==> src/rtl/spin_dispatch.sv <==
// spin_dispatch: buffers host spin vectors and loops each through the wrapper's pop/return handshake for a set number of iterations.
// Optional macro SPIN_DISPATCH_EARLY_STOP_EN ends a job early when the returned spin equals the issued spin.
module spin_dispatch #(
  parameter int NUM_SPIN         = 256,
  parameter int COUNTER_BITWIDTH = 16,
  parameter int FIFO_DEPTH       = 4
) (
  input  logic                          clk_i,
  input  logic                          rst_ni,
  input  logic                          en_i,
  input  logic                          flush_i,
  input  logic [COUNTER_BITWIDTH-1:0]   cfg_iter_num_i,
  input  logic                          host_valid_i,
  output logic                          host_ready_o,
  input  logic [NUM_SPIN-1:0]           host_spin_i,
  output logic                          spin_pop_valid_o,
  input  logic                          spin_pop_ready_i,
  output logic [NUM_SPIN-1:0]           spin_pop_o,
  input  logic                          spin_valid_i,
  output logic                          spin_ready_o,
  input  logic [NUM_SPIN-1:0]           spin_i,
  output logic                          res_valid_o,
  input  logic                          res_ready_i,
  output logic [NUM_SPIN-1:0]           res_spin_o,
  output logic [COUNTER_BITWIDTH-1:0]   res_iter_o,
  output logic                          res_converged_o,
  output logic                          busy_o,
  output logic [$clog2(FIFO_DEPTH):0]   fifo_cnt_o
);
  localparam int AW = $clog2(FIFO_DEPTH);
  localparam int CW = AW + 1;
  localparam int IW = COUNTER_BITWIDTH + 1;

  typedef enum logic [1:0] {IDLE, ISSUE, WAIT, OUTPUT} state_e;

  state_e                        state_q, state_d;
  logic [NUM_SPIN-1:0]           mem_q [FIFO_DEPTH];
  logic [AW-1:0]                 wr_ptr_q, wr_ptr_d, rd_ptr_q, rd_ptr_d;
  logic [CW-1:0]                 cnt_q, cnt_d;
  logic [NUM_SPIN-1:0]           cur_spin_q, cur_spin_d;
  logic [COUNTER_BITWIDTH-1:0]   iter_cnt_q, iter_cnt_d, iter_lim_q, iter_lim_d;
  logic                          full, empty, push, pop, last, fixed_pt;

  assign full  = cnt_q == CW'(FIFO_DEPTH);
  assign empty = cnt_q == '0;
  assign push  = host_valid_i & ~full & ~flush_i;
  assign pop   = (state_q == IDLE) & en_i & ~empty & ~flush_i;
  // widened compare so a saturating counter still meets an all-ones limit
  assign last  = IW'(iter_cnt_q) + IW'(1) == IW'(iter_lim_q);

  always_comb begin
    wr_ptr_d = flush_i ? '0 : push ? wr_ptr_q + AW'(1) : wr_ptr_q;
    rd_ptr_d = flush_i ? '0 : pop ? rd_ptr_q + AW'(1) : rd_ptr_q;
    cnt_d    = flush_i ? '0 : cnt_q + CW'(push) - CW'(pop);
  end

  always_comb begin
    state_d    = state_q;
    cur_spin_d = cur_spin_q;
    iter_cnt_d = iter_cnt_q;
    iter_lim_d = iter_lim_q;
    case (state_q)
      IDLE: if (pop) begin
        state_d    = ISSUE;
        cur_spin_d = mem_q[rd_ptr_q];
        iter_cnt_d = '0;
        iter_lim_d = (cfg_iter_num_i == '0) ? COUNTER_BITWIDTH'(1) : cfg_iter_num_i;
      end
      ISSUE: state_d = spin_pop_ready_i ? WAIT : ISSUE;
      WAIT: if (spin_valid_i) begin
        cur_spin_d = spin_i;
        iter_cnt_d = &iter_cnt_q ? iter_cnt_q : iter_cnt_q + COUNTER_BITWIDTH'(1);
        state_d    = (last | fixed_pt) ? OUTPUT : ISSUE;
      end
      OUTPUT: state_d = res_ready_i ? IDLE : OUTPUT;
      default: state_d = IDLE;
    endcase
    if (flush_i) begin
      state_d    = IDLE;
      iter_cnt_d = '0;
    end
  end

  always_ff @(posedge clk_i or negedge rst_ni) begin
    if (!rst_ni) begin
      state_q    <= IDLE;
      wr_ptr_q   <= '0;
      rd_ptr_q   <= '0;
      cnt_q      <= '0;
      cur_spin_q <= '0;
      iter_cnt_q <= '0;
      iter_lim_q <= '0;
    end else begin
      state_q    <= state_d;
      wr_ptr_q   <= wr_ptr_d;
      rd_ptr_q   <= rd_ptr_d;
      cnt_q      <= cnt_d;
      cur_spin_q <= cur_spin_d;
      iter_cnt_q <= iter_cnt_d;
      iter_lim_q <= iter_lim_d;
    end
  end

  always_ff @(posedge clk_i) begin
    if (push) mem_q[wr_ptr_q] <= host_spin_i;
  end

`ifdef SPIN_DISPATCH_EARLY_STOP_EN
  logic conv_q, conv_d;
  assign fixed_pt = spin_i == cur_spin_q;
  always_comb begin
    conv_d = flush_i ? 1'b0 :
             ((state_q == WAIT) & spin_valid_i & fixed_pt) ? 1'b1 :
             ((state_q == OUTPUT) & res_ready_i) ? 1'b0 : conv_q;
  end
  always_ff @(posedge clk_i or negedge rst_ni) begin
    if (!rst_ni) conv_q <= 1'b0;
    else         conv_q <= conv_d;
  end
  assign res_converged_o = conv_q;
`else
  assign fixed_pt        = 1'b0;
  assign res_converged_o = 1'b0;
`endif

  assign host_ready_o     = ~full;
  assign spin_pop_valid_o = state_q == ISSUE;
  assign spin_pop_o       = cur_spin_q;
  assign spin_ready_o     = state_q == WAIT;
  assign res_valid_o      = state_q == OUTPUT;
  assign res_spin_o       = cur_spin_q;
  assign res_iter_o       = iter_cnt_q;
  assign busy_o           = state_q != IDLE;
  assign fifo_cnt_o       = cnt_q;
endmodule

==> config.mk <==
export PLATFORM = sky130hd
export DESIGN_NAME = spin_dispatch
export DESIGN_NICKNAME = d
export VERILOG_FILES = /design/src/rtl/spin_dispatch.sv
export SDC_FILE = /design/constraint.sdc
export NUM_CORES = 1
export LEC_CHECK = 0
export BUFFER_PORTS_ARGS = -buffer_cell sky130_fd_sc_hd__buf_4
export CORE_AREA = 8 8 409 411
export DETAILED_ROUTE_END_ITERATION = 8
export DIE_AREA = 0 0 417 419
export PLACE_DENSITY_LB_ADDON = 0.25
export SKIP_LAST_GASP = 1
export SYNTH_ARGS = -nofsm -noshare
export SYNTH_HDL_FRONTEND = slang
export SYNTH_SLANG_ARGS = --single-unit
==> constraint.sdc <==
create_clock -name clk_i -period 7.8 [get_ports clk_i]
set_input_delay 1.95 -clock clk_i [delete_from_list [all_inputs] [get_ports clk_i]]
set_output_delay 1.95 -clock clk_i [all_outputs]
set_load 0.01 [all_outputs]
Word level (Yosys, flattened, before mapping) --
Memories as Yosys holds them, arrays and structs flattened. Index checks and enable logic that the tools add are counted.
Operators by class: multiplexer cells 23, div/mod/pow operators 0, multipliers 0, $lt $le $gt $ge 0, shift operators 0, reductions and logical operators 13, $add $sub $neg 6, bitwise logic cells 8, equality and inequality tests 10
Operators with widths (count):
- 256-bit two-way mux | 2
- 256-bit one-hot mux with 2 select lines | 1
- 16-bit two-way mux | 5
- 16-bit one-hot mux with 2 select lines | 1
- 2-bit two-way mux | 10
- 16-bit by 1-bit adder with 17-bit output (second input constant) | 1
- 17-bit by 16-bit equality test with 1-bit output | 1
- 16-bit by 1-bit adder with 16-bit output (second input constant) | 1
- 16-bit zero test | 1
- 16-bit AND reduction | 1
- 3-bit inequality test (second input constant) | 3
- 2-bit one-hot mux with 4 select lines | 1
- 2-bit nonzero test | 4
- 1-bit bitwise AND | 5
- 2-bit by 1-bit adder with 2-bit output (second input constant) | 2
- 2-bit equality test (second input constant) | 2
- 2-bit inequality test (second input constant) | 2
- 2-bit AND reduction | 2
- 4-bit AND reduction | 1
- 3-bit by 1-bit adder with 3-bit output | 1
- 3-bit equality test (second input constant) | 1
- 3-bit zero test | 1
- 3-bit two-way mux | 1
- 1-bit inverter | 3
- 6 further kinds | 7
Word-level totals: ROM bits 0, output and inout bits 537, bits in latches 0, register bits after elaboration 297, word-level logic and storage cells 68, input bits 536, memory bits (writable) 1024, memories 1
Memory list:
- mem_q | words 4, bits a word 256, read ports 1, clocked after memory_dff 0, wr ports 1, RTL line 37 | logic [NUM_SPIN-1:0] mem_q [FIFO_DEPTH];

Longest topological paths before layout --
Gate-level depths: netlist (run 1).
word-level depth 7, gate-level depth with buffers 11, depth with buffers taken out 11

Worst setup path after synthesis (run 1) --
OpenSTA, ideal clock, no wires.
kind input-to-reg, start in flush_i, end mem mem_q[0][0], enable pin, cell stages on the path 4, library setup time 650 ps, path buffers 2, data required time 7150 ps, arrival time 8368 ps, slack -1218 ps, cells stage by stage clkbuf_1 > clkbuf_1 > nor2_1 > and2_1
On the way: longest elaborated chain between the ends 4
Ends and longest elaborated chain:
- start: declaration | RTL line 11 | input logic flush_i,
- 1-bit inverter | RTL line 46 | assign push = host_valid_i & ~full & ~flush_i;
- 1-bit bitwise AND | RTL line 46
- 1-bit two-way mux | RTL line 105 | if (push) mem_q[wr_ptr_q] <= host_spin_i;
- 1-bit two-way mux (not written as such) | RTL line 105
- end: declaration | RTL line 37
No other way between the ends.

Worst setup path after layout (run 1) --
start reg state_q[0], end out spin_ready_o
On the way: longest elaborated chain between the ends 1
Ends and longest elaborated chain:
- start: declaration | RTL line 36 | state_e state_q, state_d;
- start signal: assignment | RTL line 94 | state_q <= state_d;
- 2-bit equality test | RTL line 129 | assign spin_ready_o = state_q == WAIT;
- end: declaration | RTL line 20 | output logic spin_ready_o,
No other way between the ends.

==> flow_summary.yaml, run 1 <==
clocking:
  cts_tree: "yes"
  cts_hold_buf: 0
  cts_buffer_depth: 3
  cts.htree.levels: 4
  numCtsBuffers: 146
  cts_resized: 0
  cts_setup_buffers: 0
  clk_pin_slew_ns: 0.06
  cts_root_buf: "clkbuf_16"
  worstSkewPairLatency_ns: 0.76
  clock-sinks: 1321
final_layout:
  final_area_sq_um: 66080
  nets: 4623
  finish.utilization_pct: 40.97
  areaGrowthSynthToFinish_pct: 25.47
  fin_cells: 6400
  drive_gt1_share_pct: 38.04
route:
  finalWirelength_um: 155900
  top_layer_used: "met5"
  wl_met2_um: 79760
  route.detailed.drc: 0
  vias: 30570
  drt-vias-per-instance: 4.777
  dr.pass1.iters: 5
  ant_nets: 0
  wire_per_inst_um: 24.36
  drt_iter0_markers: 1889
  dr_wl_met3_um: 9577
  wl_met1_um: 63580
floorplanning:
  dieHeight_um: 419
  rows: 148
  floorplan.initialDensity_pct: 32.65
  die_x_um: 417
  core_area_sq_um: 161300
  ios: 1073
  dieArea_sq_um: 174700
timing:
  setup_violations: 0
  final_max_slew_viol_count: 0
  fin_crit_sh_pct: 55.21
  min_period_ns: 4.306
  fmaxAchievable_mhz: 232.2
  grt_setup_unrepaired: "false"
  finalClockSkew_ns: 0.03997
  fin_hold_ws_ns: 0.5299
  finalWorstSetupSlack_ns: 3.494
  tightestPinTransition_ns: 1.077
  setup-tns-final_ns: 0
  maxSlewHeadroom_pct: 28.18
  hold_viol_final: 0
logic_synthesis:
  ys_top_cells_by_area: "edfxtp_1, dfrtp_1, mux4_2"
  synth_xor_area_share_pct: 0.4324
  synth_compound_area_share_pct: 3.711
  synth_area_sq_um: 52670
  synth_common_cells: "edfxtp_1, nand2_1, dfrtp_1, nor2_1, buf_4"
  yosysWarnings: 0
  synthAdderAreaFrac_pct: 0.2043
  synthMuxAreaShare_pct: 11.35
  synth_top_family_by_area: "multiplexers"
  synth_edf_count: 1024
  ys_seq_area_share_pct: 72.49
  yosys.area_share.simple_pct: 6.483
  ys_types: 55
  synth-seq-cells: 1321
  syn-num-nets: 3811
  async_flop_share_pct: 22.48
  synthCells: 3267
  synth_ff_type: "edfxtp_1"
  syn_area_per_cell_sq_um: 16.12
  synth.most_common_cell: "edfxtp_1"
  synth_top_area_share_pct: 58.38
  yosysTopAreaCell: "edfxtp_1"
pwr:
  finalPower_mw: 23.46
  vdd_drop_max_mv: 0.2420
  power_density_nw_per_um2: 355.0
  power_leakage_nw: 24.00
global_routing:
  antenna_found_initial: 31
  grt_max_degree: 186
  grt_pass1_wl_um: 222700
  grt_overflow: 0
  grt_pass1_vias: 31460
  grtUsageTotal_pct: 17.10
critical_path:
  required_ns: 5.85
  critPathCaptureType: "output port"
  crit_path_start_kind: "flop"
  path_class: "reg2out"
  cp_max_fo: 74
  arrival_ns: 2.36
placement:
  dp_hpwl_um: 107400
  pre_cts_slack_ns: 3.335
  placedCellCount: 6106
  gp_congestion: 0.8365
  place_area_sq_um: 61210
  io_buffers: 1071
run:
  maxCapViolCount: 0
min_path:
  hold_class: "reg2reg"
outcome:
  status: "finished, final reports clean"
registers in the layout, summed over array words and instances (netlist names):
name and cells:
rd_ptr_q 2, mem_q 1024, fifo_cnt_o 3, res_spin_o 256
state_q 2, res_iter_o 16, iter_lim_q 16, wr_ptr_q 2
routing by layer:
metal | GRT usage (%) | up-vias
li1 | - | 13700
met1 | 21.64 | 15880
met2 | 28.86 | 805
met3 | 4.727 | 178
met4 | 4.893 | 14
met5 | 0 | -
placed cells by master, fill, tap and decap left out, drive strengths merged, types with 4 or more instances in the layout:
master	n
clkbuf	212
ha	7
clkinv	38
edfxtp	1024
diode	22
nand2	527
inv	21
xor2	8
nand3	8
a31oi	257
and2	6
nor2b	7
nand2b	8
nand4	6
xnor2	18
o31ai	5
nor3	5
o21ai	15
mux2	16
nor4	6
a21oi	16
bufinv	8
clkinvlp	7
dfrtp	297
or3	4
mux4	256
buf	1107
nor2	282
path summary, 6_finish.rpt:
path                                            from  slack (ns)                     endpoint  depth (start not counted)
max reg2reg                   state_q[0]$_DFFE_PN0P_        4.47   res_spin_o[16]$_DFFE_PN0P_                          5
min reg2reg                iter_lim_q[8]$_DFFE_PN0P_        0.53    iter_lim_q[8]$_DFFE_PN0P_                          1
min                        iter_lim_q[8]$_DFFE_PN0P_        0.53    iter_lim_q[8]$_DFFE_PN0P_                          1
max                           state_q[0]$_DFFE_PN0P_        3.49                 spin_ready_o                          3
max in group asynchronous                     rst_ni        5.41   res_spin_o[42]$_DFFE_PN0P_                          2
min in group asynchronous                     rst_ni        1.13  res_spin_o[179]$_DFFE_PN0P_                          1
cell families after synthesis:
family / count (synthesis)
buf+inv: 457
xor+xnor: 26
simple gates: 868
flops: 1321
mux: 275
fa+ha+maj: 8
compound gates: 311
other cells: 1
layout make-up:
class | count | area [sq um]
Fill cell | 14770 | 95210
Multi-Input combinational cell | 1489 | 11710
Clock buffer | 212 | 4138
Tap cell | 2175 | 2721
Antenna cell | 22 | 55.05
Sequential cell | 1321 | 38190
Inverter | 14 | 60.06
Timing Repair Buffer | 1107 | 8531
Clock inverter | 60 | 678.2
power breakdown:
| group | internal [mW] | total [mW] | switching (mW) |
|---|---|---|---|
| Sequential | 8.65 | 9.67 | 1.02 |
| Clock | 3.99 | 6.82 | 2.83 |
| Combinational | 3.34 | 6.97 | 3.63 |
| Total | 16.0 | 23.5 | 7.48 |
worst max-delay path, cell delays in order, from the launching register on:
cell and delay (ns):
dfrtp_1 0.48, nand2b_4 0.40, inv_8 0.44, buf_4 0.22
(Power assumes the default switching activity.)
==> inputs of run 2 (changes only) <==
==> constraint.sdc (replaced) <==
create_clock -name clk_i -period 3.5 [get_ports clk_i]
set_input_delay 0.875 -clock clk_i [delete_from_list [all_inputs] [get_ports clk_i]]
set_output_delay 0.875 -clock clk_i [all_outputs]
set_load 0.01 [all_outputs]
==> run 2 against run 1 <==
Via count increased by 2.4%. Die area unchanged. Sequential share of layout area fell by 0.99 points. Total power grew 130%. Critical path depth did not move. Clock power rose by 120%. Sequential power increased by 120%. Clock-buffer cell count down 17. Final area rose by 1.7%. Worst hold slack got worse by 0.43 ns. First-iteration DRC count up 14%. Combinational power is 140% higher. Largest cell class unchanged.
==> flow_summary.yaml, run 2 (same netlist as run 1, synthesis figures left out) <==
outcome:
  status: "finished, final reports clean"
floorplanning:
  dieHeight_um: 419
  core_area_sq_um: 161300
  ios: 1073
  floorplan.initialDensity_pct: 32.65
  die_x_um: 417
  rows: 148
  dieArea_sq_um: 174700
clocking:
  cts_root_buf: "clkbuf_16"
  cts_tree: "yes"
  clk_pin_slew_ns: 0.06
  cts_hold_buf: 0
  numCtsBuffers: 144
  cts_resized: 0
  cts_buffer_depth: 3
  cts_setup_buffers: 0
  clock-sinks: 1321
  cts.htree.levels: 4
  worstSkewPairLatency_ns: 0.77
global_routing:
  grt.met2_usage_pct: 30.68
  met3_usage_pct: 5.168
  grtUsageTotal_pct: 18.49
  grt_pass1_wl_um: 236600
  grt_pass1_vias: 32400
  grt_max_degree: 121
  antenna_found_initial: 34
  grt_overflow: 0
  met1_usage_pct: 23.20
  top_usage_layer: "met2"
timing:
  grt_setup_unrepaired: "false"
  setup_violations: 0
  final_max_slew_viol_count: 0
  fin_crit_sh_pct: 86.81
  hold_viol_final: 0
  setup-tns-final_ns: 0
  finalClockSkew_ns: 0.03030
  maxSlewHeadroom_pct: 30.66
  fin_hold_ws_ns: 0.09741
  min_period_ns: 3.038
  fmaxAchievable_mhz: 329.1
  tightestPinTransition_ns: 1.040
final_layout:
  fin_cells: 6517
  fill_cells: 14730
  areaGrowthSynthToFinish_pct: 27.64
  multi_input_area_sq_um: 11720
  final_common_cell: "buf_4"
  seq_area_sq_um: 38190
  layout_common_cells: "buf_4, edfxtp_1, nand2_1"
  drive_gt1_share_pct: 40.00
  top_register: "mem_q"
  nets: 4738
  largest_reg_flops: 1024
  finish.utilization_pct: 41.68
critical_path:
  cp_slowest_cell: "dfrtp_1"
  path_class: "reg2out"
  r2r_cells: 7
  arrival_ns: 2.16
  cp_top_family: "buffers and inverters"
  critPathCaptureType: "output port"
  critPathMaxStageDelay_ns: 0.47
  timing.rr.start: "res_iter_o[0]$_DFFE_PN0P_"
  r2r-end: "state_q[1]$_DFFE_PN0P_"
  reg2reg_slack_ns: 0.79
  cp_max_fo: 46
  crit_path_start_kind: "flop"
  worstSetupStartpoint: "state_q[0]$_DFFE_PN0P_"
  path_cells: "nand2b_4, inv_8, buf_4"
  crit_buf_inv: 2
  required_ns: 2.62
route:
  drt-vias-per-instance: 4.803
  dr.pass1.iters: 7
  route.detailed.drc: 0
  ant_nets: 0
  drt_iter0_markers: 2161
  wire_per_inst_um: 25.67
  vias: 31300
  finalWirelength_um: 167300
pwr:
  finalPower_mw: 52.90
  vdd_drop_max_mv: 0.4632
  power_density_nw_per_um2: 786.8
  power_leakage_nw: 24.68
placement:
  gp_congestion: 0.8482
  dp_hpwl_um: 122900
  io_buffers: 1071
  placedCellCount: 6223
min_path:
  hold_class: "in2async"
run:
  maxCapViolCount: 0
run 2: cell types whose count changed in the layout (fill, tap and decap cells not counted), moves of 2 or more:
| cell | before | now |
|---|---|---|
| clkinv_16 | 5 | 3 |
| buf_12 | 17 | 50 |
| clkbuf_8 | 13 | 15 |
| clkbuf_16 | 151 | 146 |
| clkbuf_1 | 48 | 34 |
| clkinv_2 | 12 | 26 |
| clkinv_4 | 0 | 2 |
| buf_4 | 1089 | 1173 |
| diode_2 | 22 | 30 |
| clkinv_8 | 1 | 3 |
| clkinv_1 | 20 | 18 |
| inv_6 | 5 | 3 |
run 2: area by class of cell:
cell class / count / area share (%)
Clock inverter: 69 / 0.9752
Antenna cell: 30 / 0.1117
Sequential cell: 1321 / 56.81
Clock buffer: 195 / 5.932
Inverter: 14 / 0.08934
Multi-Input combinational cell: 1489 / 17.43
Timing Repair Buffer: 1224 / 14.61
Tap cell: 2175 / 4.048
run 2: report_power, final:
part | total (mW) | internal, mW | switching (mW) | leakage [nW]
clock network | 14.8 | 8.56 | 6.24 | 2.26
logic | 16.5 | 7.87 | 8.67 | 9.77
registers | 21.5 | 19.3 | 2.29 | 12.7
total | 52.9 | 35.7 | 17.2 | 24.7
run 2: worst max-delay path by stage:
stage,endpoint,slack (ns),depth (start not counted)
after floorplan,mem_q[0][0]$_DFFE_PP_,-0.03,4
after global routing,spin_ready_o,0.30,3
after detailed placement,res_spin_o[233]$_DFFE_PN0P_,0.71,9
final,spin_ready_o,0.46,3
after global placement,res_spin_o[2]$_DFFE_PN0P_,0.73,9
after CTS,spin_ready_o,0.35,3
run 2: metal layers:
metal  wire length (um)  share of wire (%)
met1              67850                 41
met4               4349                2.6
met3              10570                6.3
met5                 27              0.016
met2              84460                 50
run 2: worst register-to-register path, cell delays in order (launching register included):
cell       delay (ns)
dfrtp_1          0.45
ha_1             0.28
nand3_2          0.19
nor4_1           0.68
xnor2_1          0.19
o2111ai_1        0.11
or4b_1           0.52
o31ai_1          0.20
run 2: metrics by stage:
stage                     setup slack (ns)  instance area [sq um]
after global routing                0.3035                  67220
after detailed placement            0.7115                  62510
final                               0.4617                  67230
after global placement              0.7312                  62510
after floorplan                   -0.02779                  52720
after CTS                           0.3457                  67150
==> inputs of run 3 (changes only) <==
--- a/config.mk
+++ b/config.mk
@@ -9,8 +9,9 @@
 export CORE_AREA = 8 8 409 411
 export DETAILED_ROUTE_END_ITERATION = 8
 export DIE_AREA = 0 0 417 419
-export PLACE_DENSITY_LB_ADDON = 0.25
+export PLACE_DENSITY = 0.59
 export SKIP_LAST_GASP = 1
+export SLEW_MARGIN = 20
 export SYNTH_ARGS = -nofsm -noshare
 export SYNTH_HDL_FRONTEND = slang
 export SYNTH_SLANG_ARGS = --single-unit
==> run 3 against run 2 <==
Clock-buffer cell count shrank 1. Worst hold slack gained 0.061 ns. Via count up 1.2%. Critical path depth unchanged. Die area did not move. Highest routed layer unchanged.
==> flow_summary.yaml, run 3 (same netlist as run 1, synthesis figures left out) <==
clocking:
  clk_pin_slew_ns: 0.06
  cts_setup_buffers: 0
  worstSkewPairLatency_ns: 0.76
  numCtsBuffers: 145
  cts_hold_buf: 0
  cts_buffer_depth: 3
  clock-sinks: 1321
  cts_tree: "yes"
  cts_resized: 0
  cts.htree.levels: 4
  cts_root_buf: "clkbuf_16"
route:
  route.detailed.drc: 0
  finalWirelength_um: 167100
  wire_per_inst_um: 25.67
  drt-vias-per-instance: 4.869
  dr.pass1.iters: 6
  vias: 31680
  drt_iter0_markers: 2533
  ant_nets: 0
critical_path:
  cp-endpoint: "spin_ready_o"
  required_ns: 2.62
  timing.rr.start: "res_iter_o[0]$_DFFE_PN0P_"
  path_class: "reg2out"
  reg2reg_slack_ns: 0.75
  r2r-end: "state_q[1]$_DFFE_PN0P_"
  r2r_cells: 7
  worstSetupStartpoint: "state_q[0]$_DFFE_PN0P_"
  arrival_ns: 1.90
  critPathCaptureType: "output port"
  cp_max_fo: 21
  crit_path_start_kind: "flop"
placement:
  dp_hpwl_um: 122700
  io_buffers: 1071
  place_area_sq_um: 62420
  gp_congestion: 0.8922
final_layout:
  drive_gt1_share_pct: 39.91
  final_common_cell: "buf_4"
  areaGrowthSynthToFinish_pct: 27.70
  layout_common_cells: "buf_4, edfxtp_1, nand2_1"
  final_area_sq_um: 67260
  finish.utilization_pct: 41.70
  top_register: "mem_q"
  nets: 4732
  largest_reg_flops: 1024
timing:
  fin_hold_ws_ns: 0.1589
  grt_setup_unrepaired: "false"
  setup_violations: 0
  hold_viol_final: 0
  finalClockSkew_ns: 0.05283
  tightestPinTransition_ns: 1.164
  maxSlewHeadroom_pct: 22.43
  fmaxAchievable_mhz: 360.4
  final_max_slew_viol_count: 0
  fin_crit_sh_pct: 79.28
  min_period_ns: 2.775
global_routing:
  grtUsageTotal_pct: 18.38
  grt_overflow: 0
  antenna_found_initial: 24
  grt_pass1_vias: 32720
  grt.met2_usage_pct: 30.55
  grt_pass1_wl_um: 237600
  met1_usage_pct: 23.89
  top_usage_layer: "met2"
  met3_usage_pct: 4.984
  grt_max_degree: 136
pwr:
  finalPower_mw: 53.10
  power_leakage_nw: 24.69
  power_density_nw_per_um2: 789.5
  vdd_drop_max_mv: 0.4683
floorplanning:
  rows: 148
  ios: 1073
  dieArea_sq_um: 174700
  dieHeight_um: 419
  die_x_um: 417
  floorplan.initialDensity_pct: 32.65
  core_area_sq_um: 161300
outcome:
  status: "finished, final reports clean"
min_path:
  hold_class: "in2async"
run:
  maxCapViolCount: 0
-- run 3: cell count changes in the layout (fill, tap and decap cells not counted), sizes merged --
cell	change
diode	-8
buf	-7
inv	+6
clkinv	+2
clkinvlp	-2
clkbuf	-1
-- run 3: area by class of cell --
| class | instances | area, sq um |
|---|---|---|
| antenna | 22 | 55.05 |
| clock buffer | 194 | 3954 |
| clock inverter | 75 | 828.3 |
| fill | 14630 | 94030 |
| inverter | 14 | 60.06 |
| multi-input combinational | 1489 | 11720 |
| sequential | 1321 | 38190 |
| tap | 2175 | 2721 |
| timing repair buffer | 1217 | 9732 |
-- run 3: worst min path at each step --
| stage | from | endpoint | depth (start not counted) |
|---|---|---|---|
| after global placement | iter_lim_q[8]$_DFFE_PN0P_ | iter_lim_q[8]$_DFFE_PN0P_ | 1 |
| after global routing | rst_ni | res_spin_o[179]$_DFFE_PN0P_ | 1 |
| after CTS | rst_ni | res_spin_o[177]$_DFFE_PN0P_ | 1 |
| after floorplan | iter_lim_q[15]$_DFFE_PN0P_ | iter_lim_q[15]$_DFFE_PN0P_ | 1 |
| final | rst_ni | res_spin_o[179]$_DFFE_PN0P_ | 1 |
| after detailed placement | iter_lim_q[15]$_DFFE_PN0P_ | iter_lim_q[15]$_DFFE_PN0P_ | 1 |
-- run 3: through the flow --
stage                     setup WS [ns]  TNS, ns  cells
final                            0.7253        0   6507
after global routing             0.5398        0   6504
after CTS                        0.6498        0   6485
after detailed placement         0.5615        0   6216
after global placement           0.6419        0   6216
after floorplan                -0.02779   -28.45   3267
-- run 3: critical path, stage by stage (launching register included) --
cell      delay (ns)
dfrtp_1         0.47
nand2b_4        0.25
inv_8           0.22
buf_4           0.18
-- run 3: power breakdown --
group	switching [mW]	leakage, nW	internal, mW	total, mW
Clock	6.48	2.32	8.61	15.1
Sequential	2.36	12.7	19.3	21.6
Combinational	8.53	9.72	7.85	16.4
-- run 3: layer usage --
layer / routed length, um / vias to the layer above / share of wire [%]
li1: - / 13900 / -
met1: 68420 / 16460 / 41
met2: 82950 / 1120 / 50
met3: 11830 / 195 / 7.1
met4: 3844 / 2 / 2.3
met5: 13 / - / 0.0078
